`config.mk`:
```
export PLATFORM = sky130hd
export DESIGN_NAME = seq_detector_param
export DESIGN_NICKNAME = d
export VERILOG_FILES = /design/src/rtl/seq_detector_param.sv
export SDC_FILE = /design/constraint.sdc
export NUM_CORES = 1
export LEC_CHECK = 0
export CORE_ASPECT_RATIO = 0.75
export CORE_UTILIZATION = 47
export DETAILED_ROUTE_END_ITERATION = 10
export HOLD_SLACK_MARGIN = 0.1
export PLACE_DENSITY_LB_ADDON = 0.12
export SYNTH_ARGS = -nofsm -noshare
export SYNTH_HDL_FRONTEND = slang
export SYNTH_SLANG_ARGS = --single-unit
```
`constraint.sdc`:
```
create_clock -name clk -period 2.3 [get_ports clk]
set_clock_uncertainty 0.2 [all_clocks]
set_input_delay 0.345 -clock clk [delete_from_list [all_inputs] [get_ports clk]]
set_output_delay 0.345 -clock clk [all_outputs]
set_load 0.01 [all_outputs]
```
`src/rtl/seq_detector_param.sv`:
```
// Parametrised serial pattern detector with runtime overlap/non-overlap
// selection, a one-cycle registered match pulse and a saturating match count.
// Optional feature macro: SEQ_DET_PROG_EN adds a runtime-loadable pattern
// register (ports pat_load, pat_in).
module seq_detector_param #(
   parameter int unsigned               SEQ_LEN     = 6,
   parameter logic [SEQ_LEN-1:0]        SEQ_PATTERN = SEQ_LEN'(6'b101101),
   parameter int unsigned               CNT_W       = 16
) (
   input  logic             clk,
   input  logic             rst_n,
   input  logic             valid,
   input  logic             data_in,
   input  logic             overlap_en,
   input  logic             clr_cnt,
   output logic             seq_dec,
   output logic [CNT_W-1:0] match_cnt
`ifdef SEQ_DET_PROG_EN
   ,
   input  logic               pat_load,
   input  logic [SEQ_LEN-1:0] pat_in
`endif
);

   localparam int unsigned FILL_W = $clog2(SEQ_LEN + 1);

   // Reject pattern lengths the shift/compare datapath is not built for
   generate
      if (SEQ_LEN < 2 || SEQ_LEN > 32) begin : g_bad_len
         $error("seq_detector_param: SEQ_LEN must be in 2..32");
      end
   endgenerate

   logic [SEQ_LEN-1:0] hist_q, hist_d;
   logic [FILL_W-1:0]  fill_q, fill_d;
   logic               seq_dec_q, seq_dec_d;
   logic [CNT_W-1:0]   match_cnt_q, match_cnt_d;
   logic [SEQ_LEN-1:0] pat_c;
   logic [SEQ_LEN-1:0] next_hist_c;
   logic               match_c;
   logic               load_c;

`ifdef SEQ_DET_PROG_EN
   logic [SEQ_LEN-1:0] pat_q, pat_d;

   // Pattern register: reloaded on demand, otherwise held
   always_comb begin
      pat_d = pat_q;
      if (pat_load) begin
         pat_d = pat_in;
      end
   end

   // Pattern register flop
   always_ff @(posedge clk or negedge rst_n) begin
      if (!rst_n) begin
         pat_q <= SEQ_PATTERN;
      end else begin
         pat_q <= pat_d;
      end
   end

   assign pat_c  = pat_q;
   assign load_c = pat_load;
`else
   assign pat_c  = SEQ_PATTERN;
   assign load_c = 1'b0;
`endif

   // Candidate history and match decision for the bit being offered now
   always_comb begin
      next_hist_c = {hist_q[SEQ_LEN-2:0], data_in};
      match_c     = valid && !load_c && (next_hist_c == pat_c) &&
                    ((32'(fill_q) + 32'd1) >= SEQ_LEN);
   end

   // Next-state: history/fill update, match pulse, saturating counter
   always_comb begin
      hist_d      = hist_q;
      fill_d      = fill_q;
      seq_dec_d   = 1'b0;
      match_cnt_d = match_cnt_q;

      if (load_c) begin
         // a pattern load restarts detection and drops any coincident bit
         hist_d = '0;
         fill_d = '0;
      end else if (valid) begin
         if (match_c && !overlap_en) begin
            hist_d = '0;
            fill_d = '0;
         end else begin
            hist_d = next_hist_c;
            if (fill_q != FILL_W'(SEQ_LEN)) begin
               fill_d = fill_q + FILL_W'(1);
            end
         end
      end

      seq_dec_d = match_c;

      if (clr_cnt) begin
         match_cnt_d = '0;
      end else if (match_c && (match_cnt_q != {CNT_W{1'b1}})) begin
         match_cnt_d = match_cnt_q + CNT_W'(1);
      end
   end

   // State and output registers
   always_ff @(posedge clk or negedge rst_n) begin
      if (!rst_n) begin
         hist_q      <= '0;
         fill_q      <= '0;
         seq_dec_q   <= 1'b0;
         match_cnt_q <= '0;
      end else begin
         hist_q      <= hist_d;
         fill_q      <= fill_d;
         seq_dec_q   <= seq_dec_d;
         match_cnt_q <= match_cnt_d;
      end
   end

   assign seq_dec   = seq_dec_q;
   assign match_cnt = match_cnt_q;

endmodule
```
### Word level (Yosys, flattened, before mapping)

Index checks and enable logic that the tools add are counted.
W data, S select, Z words.

| storage, ports and cells | value |
|---|---|
| input port bits | 6 |
| logic and storage cells | 24 |
| register bits after elaboration | 25 |

| operators by class | value |
|---|---|
| mux-type cells | 5 |
| reduce and logical (&&, ||, !) cells | 8 |
| magnitude comparators | 1 |
| $add $sub $neg | 3 |
| eq/ne operators | 3 |

Operators with widths:

| kind | number |
|---|---|
| $mux W16 | 2 |
| $add A16 B1 Y16 const B | 1 |
| $ne A16 B16 Y1 const B | 1 |
| $eq A6 B6 Y1 const B | 1 |
| $mux W3 | 2 |
| $mux W5 | 1 |
| $add A3 B1 Y4 const B | 1 |
| $ge A4 B3 Y1 const B | 1 |
| $logic_and A1 B1 Y1 | 4 |
| $reduce_bool A2 Y1 | 2 |
| $add A3 B1 Y3 const B | 1 |
| $ne A3 B3 Y1 const B | 1 |
| $reduce_and A2 Y1 | 1 |
| $logic_not A1 Y1 | 1 |

### Depth between registers and ports, before layout

Gate-level depths: netlist of run 1.

| depth | value |
|---|---|
| depth after elaboration | 6 |
| depth in mapped cells | 9 |
| mapped depth without buffers | 8 |

### Worst setup path after synthesis of run 1

Ideal clock, no wire load.

| timing path | value |
|---|---|
| path kind | register to register |
| start | register fill_q[0] |
| end | register match_cnt_q[12] (netlist: match_cnt[12]) |
| arrival | 1.914 ns |
| required time | 2.022 ns |
| buffers on the path | 0 |
| cell stages (with the launch flop) | 7 |
| setup slack | 0.108 ns |
| clock period less this slack | 2.192 ns |
| cells stage by stage | dfrtp_1 ha_1 nand2b_1 a31oi_1 o2111ai_2 or4_1 a21oi_1 |

| on the way | value |
|---|---|
| cells in the longest elaborated chain, start to end | 5 |

Ends and longest elaborated chain:

| what | RTL line | RTL |
|---|---|---|
| start: declaration | 35 | `logic [FILL_W-1:0] fill_q, fill_d;` |
| start signal: assignment | 118 | `fill_q <= fill_d;` |
| $add A3 B1 Y4 | 74 | `((32'(fill_q) + 32'd1) >= SEQ_LEN);` |
| $ge A4 B3 Y1 | 74 |  |
| $logic_and A1 B1 Y1 | 73 | `match_c = valid && !load_c && (next_hist_c == pat_c) &&` |
| $logic_and A1 B1 Y1 | 104 | `end else if (match_c && (match_cnt_q != {CNT_W{1'b1}})) begin` |
| $reduce_bool A2 Y1 (no line) | - |  |
| end signal: assignment | 120 | `match_cnt_q <= match_cnt_d;` |
| end: declaration | 37 | `logic [CNT_W-1:0] match_cnt_q, match_cnt_d;` |

No other way between the ends.
A chain may end at the register's enable or synchronous reset.

### Worst setup path after layout of run 1

| timing path | value |
|---|---|
| start | register fill_q[1] |
| end | register match_cnt_q[14] (netlist: match_cnt[14]) |

Same word-level chain as after synthesis.

==> results of run 1 <==
[critical path, stage by stage, from the launching register on]
cell       delay (ns)
dfrtp_2          0.45
ha_4             0.18
nand2b_1         0.18
a31oi_4          0.19
buf_6            0.14
o2111ai_4        0.13
or4_1            0.53
a21oi_1          0.13
[power by group through the flow]
| stage | Sequential (mW) | Combinational, mW | Clock (mW) |
|---|---|---|---|
| 4_1_cts | 0.514 | 0.242 | 0.264 |
| 2_1_floorplan | 0.518 | 0.145 | 0 |
| 3_3_place_gp | 0.519 | 0.225 | 0 |
| 5_1_grt | 0.536 | 0.390 | 0.281 |
| 3_5_place_dp | 0.524 | 0.242 | 0 |
| 6_report | 0.530 | 0.358 | 0.259 |
[what timing repair did]
item                                    CTS  global route
setup buffers                             0             6
endpoints found under the setup margin    0            13
resized for setup                         0            18
[cell type report]
type / instances / area [um^2] / area share
clock buffers: 4 / 45.0 / 0.0241
flip-flops and latches: 25 / 629 / 0.337
repair buffers: 41 / 372 / 0.199
well taps: 36 / 45.0 / 0.0241
inverters: 9 / 33.8 / 0.0181
multi-input cells: 104 / 743 / 0.398
[per-layer routing]
layer / share of wire / global-route usage / up-vias / routed length (um)
met4: 0.0040 / 0.0492 / 0 / 13
met3: 0.053 / 0.0542 / 2 / 172
met2: 0.47 / 0.330 / 43 / 1550
met5: 0 / 0 / - / 0
met1: 0.47 / 0.318 / 600 / 1550
li1: - / - / 619 / -
[sequential cells by signal (all words and copies together), names as in the netlist]
name	cells
hist_q	5
fill_q	3
match_cnt	16
seq_dec	1
[kinds of logic after synthesis]
group | synth area share
simple gates | 0.248
xor+xnor | 0.00645
buf+inv | 0.0451
fa+ha+maj | 0.0368
compound gates | 0.179
flops | 0.460
mux | 0.0249
[cells in the final DEF, fill, tap and decap left out, drive strengths merged, types with 2 or more instances in the layout]
cell,netlist,layout
clkbuf,4,4
ha,4,4
dlymetal6s2s,0,2
nand3,10,10
or4,6,6
o31ai,6,6
or4b,2,2
mux2,3,3
nand2,12,13
or3,4,4
a21oi,16,16
nand4,2,2
inv,9,9
o22ai,4,4
nor3,6,6
o41ai,2,2
clkdlybuf4s50,0,20
buf,3,19
nor2,4,4
o21ai,6,6
and4,2,2
dfrtp,25,25
[final timing paths]
kind / to / depth (start not counted)
max reg2reg: match_cnt[14] / 7
max in group asynchronous: match_cnt[0] / 2
min: hist_q[0] / 3
min reg2reg: hist_q[4] / 1
min in group asynchronous: hist_q[0] / 2
max: match_cnt[14] / 7
[metrics by stage]
stage | power [mW] | utilization | instances | setup TNS (ns)
4_1_cts | 1.02 | 0.648 | 212 | 0
3_3_place_gp | 0.744 | 0.632 | 208 | -1.47
5_1_grt | 1.21 | 0.696 | 219 | -0.00357
3_5_place_dp | 0.766 | 0.632 | 208 | -2.00
6_report | 1.15 | 0.696 | 219 | 0
2_1_floorplan | 0.663 | - | 144 | 0
[cell usage after synthesis (2+ instances only)]
library cell / count
a21oi_1: 16
and4_1: 2
buf_1: 2
clkbuf_1: 4
dfrtp_1: 25
ha_1: 4
inv_1: 9
mux2_2: 3
nand2_1: 11
nand3_1: 10
nand4_1: 2
nor2_1: 4
nor3_1: 6
o21ai_0: 6
o22ai_1: 4
o31ai_1: 6
o41ai_1: 2
or3_1: 4
or4_1: 6
or4b_1: 2
==> results.txt, run 1 <==
# nets final: 194
Comb pwr share: 0.312
Largest net degree at the start of global routing: 26
Crit path max fanout: 5
Synth area leaders: dfrtp_1, a21oi_1, ha_1
First-pass GRT wire length: 5330 um
Primary FF master, synth: dfrtp_1
Dpl ws: -0.188 ns
Area grow syn2layout: 37.5%
Vias post-DR: 1,264
Root Buffer: clkbuf_8
Initial Utilization: 0.507
Grt total ovfl: 0
Die Y: 48.6 um
# port buffers: 22
Min Hold Slack: 0.164 ns
Peak Freq: 0.454 GHz
Slew Viols, Final: 0
EDFF count, synth: 0
Post-DP HPWL: 2220 um
Clock-pin slew on the worst setup and hold paths: 0.09 ns
Drt first pass iters: 4
Avg Cell Area, Syn: 9.44 um^2
Vias in the first global route: 1,130
Worst R2R Setup Slack: 0.1 ns
Flop pwr share: 0.462
Worst-Margin Slew: 0.379 ns
Post-Synthesis Cells: 144
Cell Area, Placed: 1690 um^2
Total GRT Usage: 0.219
Worst Setup SP: fill_q[1]
Total core area: 2680 um^2
Yosys cell types: 36
Int Power: 0.784 mW
Sw Share: 0.316
PD cells: 614 nW/um^2
Final setup viols: 0
CTS Buf Count: 3
Avg WL per Cell: 15.0 um
Final Worst Setup Slack: 0.0991 ns
Worst setup EP type: register
Die area: 3110 um^2
Clk network pwr share: 0.226
Startpoint types: register
Finished Cell Area: 1870 um^2
Sequential cell area fraction in the yosys report: 0.460
Post-Route WL: 3280 um
Layout cells sized above 1: 0.213
HP Class: input port to register
Clock Path Buffers: 2
Synth top area share: 0.460
Final GP Congestion: 0.806
Post-synthesis net count: 154
Worst Hold Launch: data_in
CTS H-tree lvls: 1
Initial antenna violation count: 0
Row Count: 16
Yosys warnings: 0
Fill count: 214
CTS tree: done
Yosys reg bits: 25
Worst vdd ir: 0.572 mV
Worst skew pair latency: 0.27 ns
Die width: 64.1 um
CP arrival: 2.19 ns
Via density: 5.77
Clk sinks: 25
Post-route ant nets: 0
Tmin final: 2.20 ns
Final worst-path cycle share: 0.957
Max Cap Viol: 0
Switching power: 0.363 mW
Max-slew headroom: 0.746
DRC errors left: 0
Post-Syn Area: 1360 um^2
Status: completed
ANT cells: 0
Reg2Reg Launch Point: fill_q[1]
Crit path kind: register to register
Ports: 23
Hold buffer count at CTS: 0
WP data required: 2.29 ns
Leakage: 0.733 nW
Cell type with the largest total area after synthesis: dfrtp_1
Asr flop ratio synth: 1.00
Final hold vios: 0
DRT iter0 DRCs: 114
No activity file was read; power rests on OpenSTA's default activity.
==> inputs of run 2 (changes only) <==
--- a/config.mk
+++ b/config.mk
@@ -8,8 +8,7 @@
 export CORE_ASPECT_RATIO = 0.75
 export CORE_UTILIZATION = 47
 export DETAILED_ROUTE_END_ITERATION = 10
-export HOLD_SLACK_MARGIN = 0.1
-export PLACE_DENSITY_LB_ADDON = 0.12
+export PLACE_DENSITY = 0.73
 export SYNTH_ARGS = -nofsm -noshare
 export SYNTH_HDL_FRONTEND = slang
 export SYNTH_SLANG_ARGS = --single-unit
==> run 2 against run 1 <==
Effect of this change: core utilization down 2.1 points; sequential share of layout area increased by 0.93 points; cell count shrank 0.91%; critical path depth grew 1; fmax fell by 2.2%; final area is 3.1% lower; non-clock buffer count fell by 2; sequential power decreased by 3%; worst hold slack gained 0.069 ns; clock power hardly changed; die area stayed put; via count grew 1.3%.
==> results.txt, run 2 (synthesis results as in run 1) <==
Status: completed
Worst setup EP type: register
Peak Freq: 0.444 GHz (-2.2%)
Multi-input logic area: 711 um^2 (-4.4%)
Avg WL per Cell: 14.5 um (-3.2%)
CP max stage cell: clkdlybuf4s50_1
Die Y: 48.6 um (unchanged)
Final GP Congestion: 0.810 (+0.51%)
Cell count after placement: 210 (+0.96%)
Via density: 5.90 (+2.3%)
Commonest cells after routing, fill and taps aside: dfrtp_1, clkdlybuf4s50_1, buf_4
Slew Viols, Final: 0 (unchanged)
Total chip power: 1.04 mW (-9.5%)
Total core area: 2680 um^2 (unchanged)
Post-DP HPWL: 2270 um (+2.2%)
FF+latch area: 627 um^2 (-0.40%)
HP Class: input port to async pin
Initial antenna violation count: 0 (unchanged)
Most common cell after layout, fill and taps aside: dfrtp_1
Post-route ant nets: 0 (unchanged)
Hold buffer count at CTS: 0 (unchanged)
WP data required: 2.28 ns (about the same)
Root Buffer: clkbuf_8
Final setup viols: 0 (unchanged)
Vias post-DR: 1,281 (+1.3%)
DRC errors left: 0 (unchanged)
Row Count: 16 (unchanged)
Die area: 3110 um^2 (unchanged)
Fill count: 218 (+1.9%)
Final cell count without fillers: 217 (-0.91%)
Tmin final: 2.25 ns (+0.0504 ns)
Crit path max fanout: 7 (+2)
Ports: 23 (unchanged)
Number of flip-flops in the largest register: 16 (unchanged)
Die width: 64.1 um (unchanged)
PD cells: 573 nW/um^2 (-6.6%)
Post-Route Utilization: 0.675 (-0.0215)
ANT cells: 0 (unchanged)
Initial Utilization: 0.507 (unchanged)
First-pass GRT wire length: 5490 um (+3.0%)
Vias in the first global route: 1,220 (+8.0%)
Largest net degree at the start of global routing: 26 (unchanged)
Crit path kind: input port to register
Clk sinks: 25 (unchanged)
Area grow syn2layout: 33.2%
Drt first pass iters: 4 (unchanged)
DRT iter0 DRCs: 58 (-49%)
Grt total ovfl: 0 (unchanged)
Unrepaired setup endpoints after global routing: yes
Startpoint types: input port
Cells along the critical path: clkdlybuf4s50_1 -> nand4b_1 -> nor4b_4 -> buf_4 -> nand2_4 -> buf_4 -> or3_1 -> a21oi_1
Clock Path Buffers: 2 (unchanged)
Final hold vios: 0 (unchanged)
Worst skew pair latency: 0.27 ns (about the same)
Cell Area, Placed: 1710 um^2 (+0.89%)
Layout cells sized above 1: 0.193 (-0.0197)
Final worst-path cycle share: 0.979 (+0.0219)
Max Cap Viol: 0 (unchanged)
CTS tree: done
Finished Cell Area: 1810 um^2 (-3.1%)
CP arrival: 2.23 ns (+0.04 ns)
Clock-pin slew on the worst setup and hold paths: 0.09 ns (about the same)
CP peak stage delay: 0.48 ns (-0.05 ns)
Worst vdd ir: 0.408 mV (-29%)
Max-slew headroom: 0.717 (-0.0295)
# port buffers: 22 (unchanged)
Leakage: 0.719 nW (-1.9%)
CTS Buf Count: 3 (unchanged)
Final TNS setup: 0 ns (unchanged)
Post-Route WL: 3140 um (-4.1%)
Worst-Margin Slew: 0.421 ns (+0.0416 ns)
CTS H-tree lvls: 1 (unchanged)
# nets final: 192 (-1.0%)
Total GRT Usage: 0.228 (+0.00853)
Cell with the most instances on the worst path: buf_4
[run 2: cell type report]
| cell class | instances | share of cell area |
|---|---|---|
| Clock inverter | 1 | 0.00276 |
| Clock buffer | 3 | 0.0228 |
| Inverter | 9 | 0.0187 |
| Timing Repair Buffer | 39 | 0.192 |
| Multi-Input combinational cell | 104 | 0.393 |
| Tap cell | 36 | 0.0249 |
| Sequential cell | 25 | 0.346 |
[run 2: final timing paths]
kind | from | end | slack [ns] | cells after the start
hold / removal | rst_n | hist_q[4] | 0.23 | 2
setup / recovery | data_in | match_cnt[0] | 0.05 | 8
max in group asynchronous | rst_n | match_cnt[0] | 1.39 | 2
min in group clk | hist_q[4] | hist_q[4] | 0.32 | 1
setup reg to reg | match_cnt[0] | match_cnt[4] | 0.12 | 7
hold reg to reg | hist_q[4] | hist_q[4] | 0.32 | 1
[run 2: routing by layer]
layer  vias to the layer above  share of wire  GRT usage
li1                        617              -          -
met1                       621           0.45      0.291
met2                        41           0.47      0.381
met3                         2          0.072     0.0708
met4                         0         0.0041     0.0417
met5                         -              0          0
[run 2: timing repair]
action                     4_1_cts  5_1_grt
buffers inserted                 0        2
setup endpoints to repair        0       10
gates resized for setup          0        8
[run 2: worst max-delay path: cells and delay by family]
family,cells,cell delay [ns]
compound gates,1,0.17
buf+inv,3,0.82
simple gates,4,0.89
[run 2: power by group]
| part | total (mW) | switching [mW] | internal (mW) |
|---|---|---|---|
| Combinational | 0.266 | 0.143 | 0.124 |
| Clock | 0.258 | 0.137 | 0.121 |
| Sequential | 0.513 | 0.0350 | 0.479 |
[run 2: through the flow]
step,setup slack (ns),hold WS (ns)
floorplan,0.108,-0.151
global placement,-0.212,0.312
detailed placement,-0.258,0.309
CTS,0.0196,0.240
global route,-0.0286,0.258
finish,0.0488,0.233
